File: src/rtl/div_ctrl_pkg.sv
// Shared definitions for the iterative divider: state encodings, handshake levels and
// the register-bus width shared with the rest of the pipeline.
package div_ctrl_pkg;

  // Width of the general-purpose register bus.
  localparam int unsigned RegBusW = 32;
  typedef logic [RegBusW-1:0] reg_bus_t;

  // Divider controller states, binary encoded.
  typedef enum logic [1:0] {
    DivIdle = 2'b00,
    DivBusy = 2'b01,
    DivDone = 2'b10
  } div_state_e;

  // Request / result handshake levels.
  localparam logic DivStart          = 1'b1;
  localparam logic DivStop           = 1'b0;
  localparam logic DivResultReady    = 1'b1;
  localparam logic DivResultNotReady = 1'b0;

  // HI/LO write strobe levels.
  localparam logic WriteEnable  = 1'b1;
  localparam logic WriteDisable = 1'b0;

endpackage

File: src/rtl/div_step.sv
// One radix-2 restoring division iteration: shift {rem, dvd} left by one, trial-subtract
// the divisor and shift the resulting quotient bit into the bottom of dvd.
module div_step
  import div_ctrl_pkg::*;
#(
  parameter int unsigned DATA_W = RegBusW
) (
  input  logic [DATA_W-1:0] rem,
  input  logic [DATA_W-1:0] dvd,
  input  logic [DATA_W-1:0] divisor,
  output logic [DATA_W-1:0] rem_next,
  output logic [DATA_W-1:0] dvd_next
);

  // Shifted remainder can exceed DATA_W bits, so compare on DATA_W+1 bits.
  logic [DATA_W:0] shifted;
  logic [DATA_W:0] diff;

  // Trial subtraction; a borrow in the top bit means restore.
  always_comb begin
    shifted = {rem, dvd[DATA_W-1]};
    diff    = shifted - {1'b0, divisor};
    if (diff[DATA_W]) begin
      rem_next = shifted[DATA_W-1:0];
      dvd_next = {dvd[DATA_W-2:0], 1'b0};
    end else begin
      rem_next = diff[DATA_W-1:0];
      dvd_next = {dvd[DATA_W-2:0], 1'b1};
    end
  end

endmodule

File: src/rtl/div_ctrl.sv
// Multi-cycle restoring divider controller for DIV/DIVU. Stalls the pipeline while busy
// and hands quotient (LO) and remainder (HI) over with a one-cycle HI/LO write strobe.
// Optional build macro DIV_EARLY_OUT_EN: finish in one cycle when |op1| < |op2|.
module div_ctrl
  import div_ctrl_pkg::*;
#(
  parameter int unsigned DATA_W = RegBusW,
  parameter int unsigned CNT_W  = 6
) (
  input  logic              clk,
  input  logic              rst,
  input  logic              div_start,
  input  logic              div_signed,
  input  logic [DATA_W-1:0] div_op1,
  input  logic [DATA_W-1:0] div_op2,
  input  logic              div_annul,
  output logic              div_stall_req,
  output logic              div_ready,
  output logic              hilo_we,
  output logic [DATA_W-1:0] hi_data_o,
  output logic [DATA_W-1:0] lo_data_o,
  output logic              div_by_zero
);

  localparam logic [CNT_W-1:0] LastCnt = CNT_W'(DATA_W - 1);

  div_state_e        state_q, state_d;
  logic [CNT_W-1:0]  cnt_q, cnt_d;
  logic [DATA_W-1:0] dvd_q, dvd_d;
  logic [DATA_W-1:0] dsr_q, dsr_d;
  logic [DATA_W-1:0] rem_q, rem_d;
  logic              q_neg_q, q_neg_d;
  logic              r_neg_q, r_neg_d;
  logic [DATA_W-1:0] hi_q, hi_d;
  logic [DATA_W-1:0] lo_q, lo_d;
  logic              dbz_q, dbz_d;

  logic              op1_neg, op2_neg;
  logic [DATA_W-1:0] op1_abs, op2_abs;
  logic [DATA_W-1:0] step_rem, step_dvd;

  // Operand magnitudes; only signed divides take the absolute value.
  always_comb begin
    op1_neg = div_signed & div_op1[DATA_W-1];
    op2_neg = div_signed & div_op2[DATA_W-1];
    op1_abs = op1_neg ? -div_op1 : div_op1;
    op2_abs = op2_neg ? -div_op2 : div_op2;
  end

  div_step #(
    .DATA_W (DATA_W)
  ) u_div_step (
    .rem      (rem_q),
    .dvd      (dvd_q),
    .divisor  (dsr_q),
    .rem_next (step_rem),
    .dvd_next (step_dvd)
  );

  // Next-state and datapath sequencing; annul always wins.
  always_comb begin
    state_d = state_q;
    cnt_d   = cnt_q;
    dvd_d   = dvd_q;
    dsr_d   = dsr_q;
    rem_d   = rem_q;
    q_neg_d = q_neg_q;
    r_neg_d = r_neg_q;
    hi_d    = hi_q;
    lo_d    = lo_q;
    dbz_d   = dbz_q;
    unique case (state_q)
      DivIdle: begin
        if (div_annul) begin
          state_d = DivIdle;
        end else if (div_start == DivStart) begin
          dvd_d   = op1_abs;
          dsr_d   = op2_abs;
          rem_d   = '0;
          cnt_d   = '0;
          q_neg_d = op1_neg ^ op2_neg;
          r_neg_d = op1_neg;
          if (div_op2 == '0) begin
            state_d = DivDone;
            lo_d    = '1;
            hi_d    = div_op1;
            dbz_d   = 1'b1;
`ifdef DIV_EARLY_OUT_EN
          end else if (op1_abs < op2_abs) begin
            // Quotient is zero and the dividend is already the signed remainder.
            state_d = DivDone;
            lo_d    = '0;
            hi_d    = div_op1;
            dbz_d   = 1'b0;
`endif
          end else begin
            state_d = DivBusy;
          end
        end
      end
      DivBusy: begin
        if (div_annul) begin
          state_d = DivIdle;
        end else begin
          rem_d = step_rem;
          dvd_d = step_dvd;
          cnt_d = cnt_q + CNT_W'(1);
          if (cnt_q == LastCnt) begin
            state_d = DivDone;
            lo_d    = q_neg_q ? -step_dvd : step_dvd;
            hi_d    = r_neg_q ? -step_rem : step_rem;
            dbz_d   = 1'b0;
          end
        end
      end
      DivDone: begin
        state_d = DivIdle;
      end
      default: begin
        state_d = DivIdle;
      end
    endcase
  end

  // State and datapath registers.
  always_ff @(posedge clk or negedge rst) begin
    if (!rst) begin
      state_q <= DivIdle;
      cnt_q   <= '0;
      dvd_q   <= '0;
      dsr_q   <= '0;
      rem_q   <= '0;
      q_neg_q <= 1'b0;
      r_neg_q <= 1'b0;
      hi_q    <= '0;
      lo_q    <= '0;
      dbz_q   <= 1'b0;
    end else begin
      state_q <= state_d;
      cnt_q   <= cnt_d;
      dvd_q   <= dvd_d;
      dsr_q   <= dsr_d;
      rem_q   <= rem_d;
      q_neg_q <= q_neg_d;
      r_neg_q <= r_neg_d;
      hi_q    <= hi_d;
      lo_q    <= lo_d;
      dbz_q   <= dbz_d;
    end
  end

  // Handshake outputs; a flush in DONE suppresses the HI/LO write.
  always_comb begin
    div_stall_req = (state_q == DivBusy) ||
                    ((state_q == DivIdle) && (div_start == DivStart) && !div_annul);
    div_ready     = ((state_q == DivDone) && !div_annul) ? DivResultReady : DivResultNotReady;
    hilo_we       = ((state_q == DivDone) && !div_annul) ? WriteEnable : WriteDisable;
    div_by_zero   = div_ready & dbz_q;
  end

  assign hi_data_o = hi_q;
  assign lo_data_o = lo_q;

endmodule

File: config.mk
export PLATFORM = sky130hd
export DESIGN_NAME = div_ctrl
export DESIGN_NICKNAME = d
export VERILOG_FILES = /design/src/rtl/div_ctrl_pkg.sv /design/src/rtl/div_step.sv /design/src/rtl/div_ctrl.sv
export SDC_FILE = /design/constraint.sdc
export NUM_CORES = 1
export LEC_CHECK = 0
export ABC_AREA = 1
export CAP_MARGIN = 20
export CORE_ASPECT_RATIO = 0.9
export CORE_MARGIN = 2
export CORE_UTILIZATION = 63
export CTS_CLUSTER_DIAMETER = 30
export DETAILED_ROUTE_END_ITERATION = 8
export GPL_ROUTABILITY_DRIVEN = 0
export PLACE_DENSITY = 0.87
export SLEW_MARGIN = 20
export SYNTH_ARGS = -nofsm -noshare
export SYNTH_HDL_FRONTEND = slang
export SYNTH_SLANG_ARGS = --single-unit
File: constraint.sdc
create_clock -name clk -period 10.12 [get_ports clk]
set_input_delay 2.024 -clock clk [delete_from_list [all_inputs] [get_ports clk]]
set_output_delay 2.024 -clock clk [all_outputs]
set_load 0.005 [all_outputs]
==> results.json, run 1 <==
{
  "grt_pass1_wl_um": 67200,
  "clockRootBuffer": "sky130_fd_sc_hd__clkbuf_16",
  "holdBufCountCts": 0,
  "synth_area_mm2": 0.0137,
  "drt_first_pass_iters": 6,
  "core_area_mm2": 0.0214,
  "depth_of_the_cts_h_tree": 4,
  "critPathRequiredTime_ns": 8.10,
  "pwr_density_cell_mw_per_mm2": 397,
  "timing.critical_path.to_type": "output pin",
  "report.final.slew_viol_count": 0,
  "nFillCells": 1789,
  "post_dp_cell_area_mm2": 0.0151,
  "total_of_cells_resized_after_clock_tree_synthesis": 0,
  "p_leak_nw": 7.86,
  "dr_total_vias": 15000,
  "achievable-frequency_mhz": 165,
  "timing.hold.ws_ns": 0.473,
  "min_period_over_period_pct": 60.0,
  "via_per_inst": 5.94,
  "synthToLayoutAreaGrowth_pct": 14.9,
  "final_cell_count_no_fill": 2520,
  "timing.critical_path.from_type": "input pin",
  "synth_cell_type_count": 60,
  "dpl_worst_slack_ns": 3.62,
  "fp.dieArea_mm2": 0.0229,
  "pwr-share-seq_pct": 20.3,
  "largest_net_degree_at_the_start_of_global_routing": 98,
  "pin_slew_with_the_least_headroom_to_its_limit_ns": 1.00,
  "antenna_found_initial": 0,
  "finalWorstSetupSlack_ns": 4.04,
  "synth_top_area_share_pct": 31.3,
  "dp.final_hpwl_um": 31000,
  "floorplan.rows": 51,
  "synth.yosys.warnings": 0,
  "final_net_count": 2324,
  "post_synth.cell_area_avg_um2": 6.41,
  "status": "completed",
  "postcts_setup_bufs": 0,
  "setup-violations-final": 0,
  "clock-skew-final_ns": 0.0151,
  "multiInputGateArea_mm2": 0.00787,
  "post_route_cells_drive_above_1_share_pct": 5.47,
  "synthArstFlopShare_pct": 100,
  "design_area_mm2": 0.0157,
  "worstSkewPairLatency_ns": 0.44,
  "place.port_buffers": 136,
  "max_slew_margin_pct": 33.2,
  "final_period_minus_worst_setup_slack_ns": 6.08,
  "synth.ff_latch_count": 171,
  "cts_sinks": 171,
  "netlist_top_cells_count": "sky130_fd_sc_hd__nand2_1, sky130_fd_sc_hd__inv_1, sky130_fd_sc_hd__nor2_1",
  "cts-root-to-sink-buffers": 2,
  "finalHoldViolations": 0,
  "grtUsageTotal_pct": 36.6,
  "die-width_um": 159,
  "ant_nets": 0,
  "wl_per_cell_um": 16.7,
  "setup.worst_path.class": "input pin to output pin",
  "seq_total_area_yosys_pct": 31.3,
  "intPower_mw": 2.80,
  "setup-tns-final_ns": 0,
  "cts-buffers-inserted": 17,
  "synth_area_leader_cell": "sky130_fd_sc_hd__dfrtp_1",
  "grt.overflow.total": 0,
  "syn_nets": 2236,
  "ir_drop_mv": 0.306,
  "timing.critical_path.arrival_ns": 4.05,
  "synth.area.top_cells": "sky130_fd_sc_hd__dfrtp_1, sky130_fd_sc_hd__nand2_1, sky130_fd_sc_hd__inv_1, sky130_fd_sc_hd__nand3_1, sky130_fd_sc_hd__nor2_1",
  "ff_latch_area_mm2": 0.00428,
  "floorplan.initialDensity_pct": 63.7,
  "min_path_type": "register to register",
  "sum_of_routed_wire_length_over_all_layers_um": 42200,
  "switching_fraction_pct": 55.0,
  "boundaryPins": 137,
  "clk_pin_slew_ns": 0.07,
  "dominantRegCellSynth": "sky130_fd_sc_hd__dfrtp_1",
  "netlist_instances": 2129,
  "power.net_switching_mw": 3.42,
  "dp_cells": 2488,
  "worstPathMaxFanout": 64,
  "remaining_design_rule_violation_count": 0,
  "rsz0062_at_grt": "no",
  "cts_tree": "yes",
  "insertedDiodeCount": 0,
  "clockPowerShare_pct": 10.6,
  "power.combinational.fraction_pct": 69.1,
  "synth_edf_count": 0,
  "drtIter0Drc": 1933,
  "max_cap_violations": 0,
  "die_y_um": 144,
  "yosys.cell_count.top_type": "sky130_fd_sc_hd__nand2_1",
  "first_global_vias": 13500
}
==> registers in the layout, indices dropped and copies added, names as in the netlist <==
| signal | count |
|---|---|
| r_neg_q | 1 |
| cnt_q | 6 |
| state_q | 2 |
| dvd_q | 32 |
| rem_q | 32 |
| lo_data_o | 32 |
| hi_data_o | 32 |
| q_neg_q | 1 |
| dsr_q | 32 |
| dbz_q | 1 |
==> area by class of cell <==
type	count	share of cell area (%)
sequential	171	27.3
timing repair buffer	147	9.33
tap	291	2.32
clock inverter	12	0.837
inverter	305	7.29
multi-input combinational	1575	50.1
clock buffer	19	2.82
==> per-stage QoR <==
stage | utilization, % | power, mW
after floorplan | - | 4.30
after global placement | 70.4 | 5.27
after detailed placement | 70.4 | 5.40
after CTS | 73.1 | 6.09
after global routing | 73.2 | 6.76
final | 73.2 | 6.22
==> critical path, stage by stage <==
cell and delay, ns:
sky130_fd_sc_hd__clkdlybuf4s50_1 0.57, sky130_fd_sc_hd__nor3_1 0.08, sky130_fd_sc_hd__buf_4 0.17, sky130_fd_sc_hd__inv_2 0.61, sky130_fd_sc_hd__nand2_1 0.11, sky130_fd_sc_hd__clkdlybuf4s50_1 0.48
==> routing by layer <==
metal / wire length (µm) / share of wire (%) / track usage (%) / vias up
met5: 0 / 0 / 0 / -
met4: 1530 / 3.6 / 13.5 / 0
met3: 4720 / 11 / 6.58 / 157
met2: 18600 / 44 / 57.9 / 935
met1: 17400 / 41 / 50.8 / 6840
li1: - / - / - / 7027
==> cells by family (layout without fill, tap and decap cells) <==
kind of cell             after synthesis  in the layout  synth area share [%]
AND/OR/NAND/NOR                     1156           1156                  36.7
AO/OA/AOI/OAI                        329            329                  14.0
XOR/XNOR                              52             52                  3.33
buffers and inverters                383            483                  11.2
adder cells (fa/ha/maj)               38             38                  3.54
flip-flops                           171            171                  31.3
==> final timing paths <==
check                                  start            end  slack (ns)  cells past startpoint
min in group asynchronous                rst      dsr_q[17]        1.67                      1
worst max-delay path               div_annul  div_stall_req        4.04                      6
worst min-delay path            lo_data_o[6]   lo_data_o[6]        0.47                      2
worst min register to register  lo_data_o[6]   lo_data_o[6]        0.47                      2
max in group asynchronous                rst  hi_data_o[26]        6.84                      2
worst max register to register     dvd_q[31]  lo_data_o[30]        4.85                     29
==> cell usage in the layout, fill, tap and decap left out, drive strengths merged, types with 23 or more instances in the layout <==
| master | n |
|---|---|
| a21oi | 84 |
| nand2 | 697 |
| dfrtp | 171 |
| xor2 | 29 |
| xnor2 | 23 |
| o22ai | 31 |
| ha | 37 |
| nor2 | 194 |
| nand4 | 25 |
| inv | 308 |
| nor3 | 52 |
| o21ai | 148 |
| nand3 | 152 |
| clkdlybuf4s50 | 135 |
==> power groups by stage <==
stage          Sequential [mW]  Clock, mW  Combinational [mW]
4_1_cts                   1.25      0.658                4.18
3_3_place_gp              1.25          0                4.02
3_5_place_dp              1.25          0                4.14
2_1_floorplan             1.18          0                3.11
5_1_grt                   1.29      0.686                4.79
6_report                  1.26      0.660                4.30
(Power assumes the default switching activity.)
==> inputs of run 2 (changes only) <==
Settings changed: CORE_UTILIZATION 63 to 59, PLACE_DENSITY 0.87 to 0.82.
Clock period 10.12 ns to 5.9 ns, I/O delays scaled along.
==> run 2 against run 1 <==
Die area is 6.6% higher. First-iteration DRC count is 15% lower. Via count is 1.9% lower. Worst setup slack worse by 3.2 ns. Critical endpoint is now lo_data_o[30]. Largest power group unchanged. Highest routed layer is now met5.
==> results.json, run 2 (synthesized netlist as in run 1, its figures left out) <==
{
  "status": "completed",
  "hold_path_origin": "lo_data_o[6]",
  "ir_drop_mv": 0.545,
  "via_per_inst": 5.80,
  "dpl_worst_slack_ns": 1.07,
  "multiInputGateArea_mm2": 0.00787,
  "finalWorstSetupSlack_ns": 0.878,
  "final_period_minus_worst_setup_slack_ns": 5.02,
  "p_leak_nw": 7.86,
  "rsz0062_at_grt": "no",
  "min_period_over_period_pct": 85.1,
  "clk_pin_slew_ns": 0.08,
  "fp.dieArea_mm2": 0.0244,
  "layout_commonest_cell": "sky130_fd_sc_hd__nand2_1",
  "setup.worst_path.class": "register to register",
  "total_of_cells_resized_after_clock_tree_synthesis": 0,
  "die-width_um": 164,
  "pin_slew_with_the_least_headroom_to_its_limit_ns": 1.05,
  "mostFrequentLayoutCells": "sky130_fd_sc_hd__nand2_1, sky130_fd_sc_hd__inv_1, sky130_fd_sc_hd__nor2_1",
  "finalHoldViolations": 0,
  "timing.critical_path.from_type": "register",
  "worst_r2r_startpoint": "dvd_q[31]",
  "clock-skew-final_ns": 0.0119,
  "worstPathMaxFanout": 41,
  "achievable-frequency_mhz": 199,
  "ant_nets": 0,
  "dp.final_hpwl_um": 31200,
  "first_global_vias": 13300,
  "min_path_type": "register to register",
  "report.final.slew_viol_count": 0,
  "insertedDiodeCount": 0,
  "timing.critical_path.arrival_ns": 5.36,
  "final_net_count": 2328,
  "timing.critical_path.to_type": "register",
  "wl_per_cell_um": 16.4,
  "grt.overflow.total": 0,
  "cts-root-to-sink-buffers": 2,
  "holdBufCountCts": 0,
  "worst_path_max_delay_cell": "sky130_fd_sc_hd__fa_1",
  "ff_latch_area_mm2": 0.00428,
  "nFillCells": 1951,
  "boundaryPins": 137,
  "post_route_cells_drive_above_1_share_pct": 5.64,
  "antenna_found_initial": 4,
  "place.port_buffers": 136,
  "routed-wl-met3_um": 4380,
  "core_area_mm2": 0.0226,
  "dr_total_vias": 14700,
  "met2WireLength_um": 17900,
  "cts-buffers-inserted": 17,
  "grtUsageTotal_pct": 34.5,
  "worst_path_largest_cell_delay_ns": 0.43,
  "sum_of_routed_wire_length_over_all_layers_um": 41600,
  "die_y_um": 148,
  "largest_net_degree_at_the_start_of_global_routing": 104,
  "worstSetupStartpoint": "dvd_q[31]",
  "max_cap_violations": 0,
  "drt_first_pass_iters": 6,
  "critPathRequiredTime_ns": 6.24,
  "grt_pass1_wl_um": 66600,
  "cts_tree": "yes",
  "postcts_setup_bufs": 0,
  "remaining_design_rule_violation_count": 0,
  "pwr_density_cell_mw_per_mm2": 674,
  "max_slew_margin_pct": 29.7,
  "depth_of_the_cts_h_tree": 4,
  "highest-signal-layer": "met5",
  "setup-tns-final_ns": 0,
  "drtIter0Drc": 1643,
  "floorplan.initialDensity_pct": 60.5,
  "worstSkewPairLatency_ns": 0.45,
  "cts_sinks": 171,
  "cpMostUsedCell": "sky130_fd_sc_hd__nand2_1",
  "synthToLayoutAreaGrowth_pct": 15.0,
  "setup-violations-final": 0,
  "route.layer.met1.wl_um": 17800,
  "floorplan.rows": 52,
  "clockRootBuffer": "sky130_fd_sc_hd__clkbuf_16"
}
-- run 2: cell types whose count changed in the layout (fill, tap and decap cells not counted), sizes merged --
cell	before	now
buf	12	16
bufinv	1	0
clkinv	6	4
clkinvlp	2	3
inv	308	311
-- run 2: report_power, final --
group / switching, mW / leakage (nW) / internal, mW
Combinational: 4.84 / 5.48 / 2.49
Sequential: 0.428 / 2.12 / 1.70
Clock: 0.555 / 0.266 / 0.560
Total: 5.82 / 7.86 / 4.76
-- run 2: per-layer routing --
layer	GRT usage, %	vias to the layer above
li1	-	7043
met1	49.1	6676
met2	51.4	827
met3	6.92	119
met4	14.2	4
met5	0	-
-- run 2: final timing paths --
kind                            slack (ns)       endpoint  cells after the start
max in group asynchronous             4.00      dsr_q[30]                      2
min in group asynchronous             0.83      rem_q[22]                      1
worst min-delay path                  0.47   lo_data_o[6]                      2
worst max register to register        0.88  lo_data_o[30]                     29
worst min register to register        0.47   lo_data_o[6]                      2
worst max-delay path                  0.88  lo_data_o[30]                     29
-- run 2: layout make-up --
| type | count | area share, % |
|---|---|---|
| well taps | 297 | 2.37 |
| clock buffers | 19 | 2.76 |
| repair buffers | 151 | 9.40 |
| flip-flops and latches | 171 | 27.3 |
| inverters | 305 | 7.29 |
| multi-input cells | 1575 | 50.1 |
| clock inverters | 13 | 0.813 |
-- run 2: stage by stage --
| stage | total power, mW | area [µm²] | std cells | hold WS [ns] | utilization (%) |
|---|---|---|---|---|---|
| 2_1_floorplan | 7.37 | 13700 | 2129 | 0.445 | - |
| 3_3_place_gp | 9.09 | 15100 | 2499 | 0.457 | 67.1 |
| 3_5_place_dp | 9.24 | 15100 | 2499 | 0.458 | 67.1 |
| 4_1_cts | 10.4 | 15700 | 2531 | 0.477 | 69.5 |
| 5_1_grt | 11.5 | 15700 | 2531 | 0.498 | 69.5 |
| 6_report | 10.6 | 15700 | 2531 | 0.472 | 69.5 |
-- run 2: critical path: cells and delay by family (launching register included) --
kind / cells / cell delay, ns
flip-flops: 1 / 0.33
adder cells (fa/ha/maj): 3 / 0.95
AND/OR/NAND/NOR: 21 / 2.97
AO/OA/AOI/OAI: 2 / 0.37
buffers and inverters: 3 / 0.28
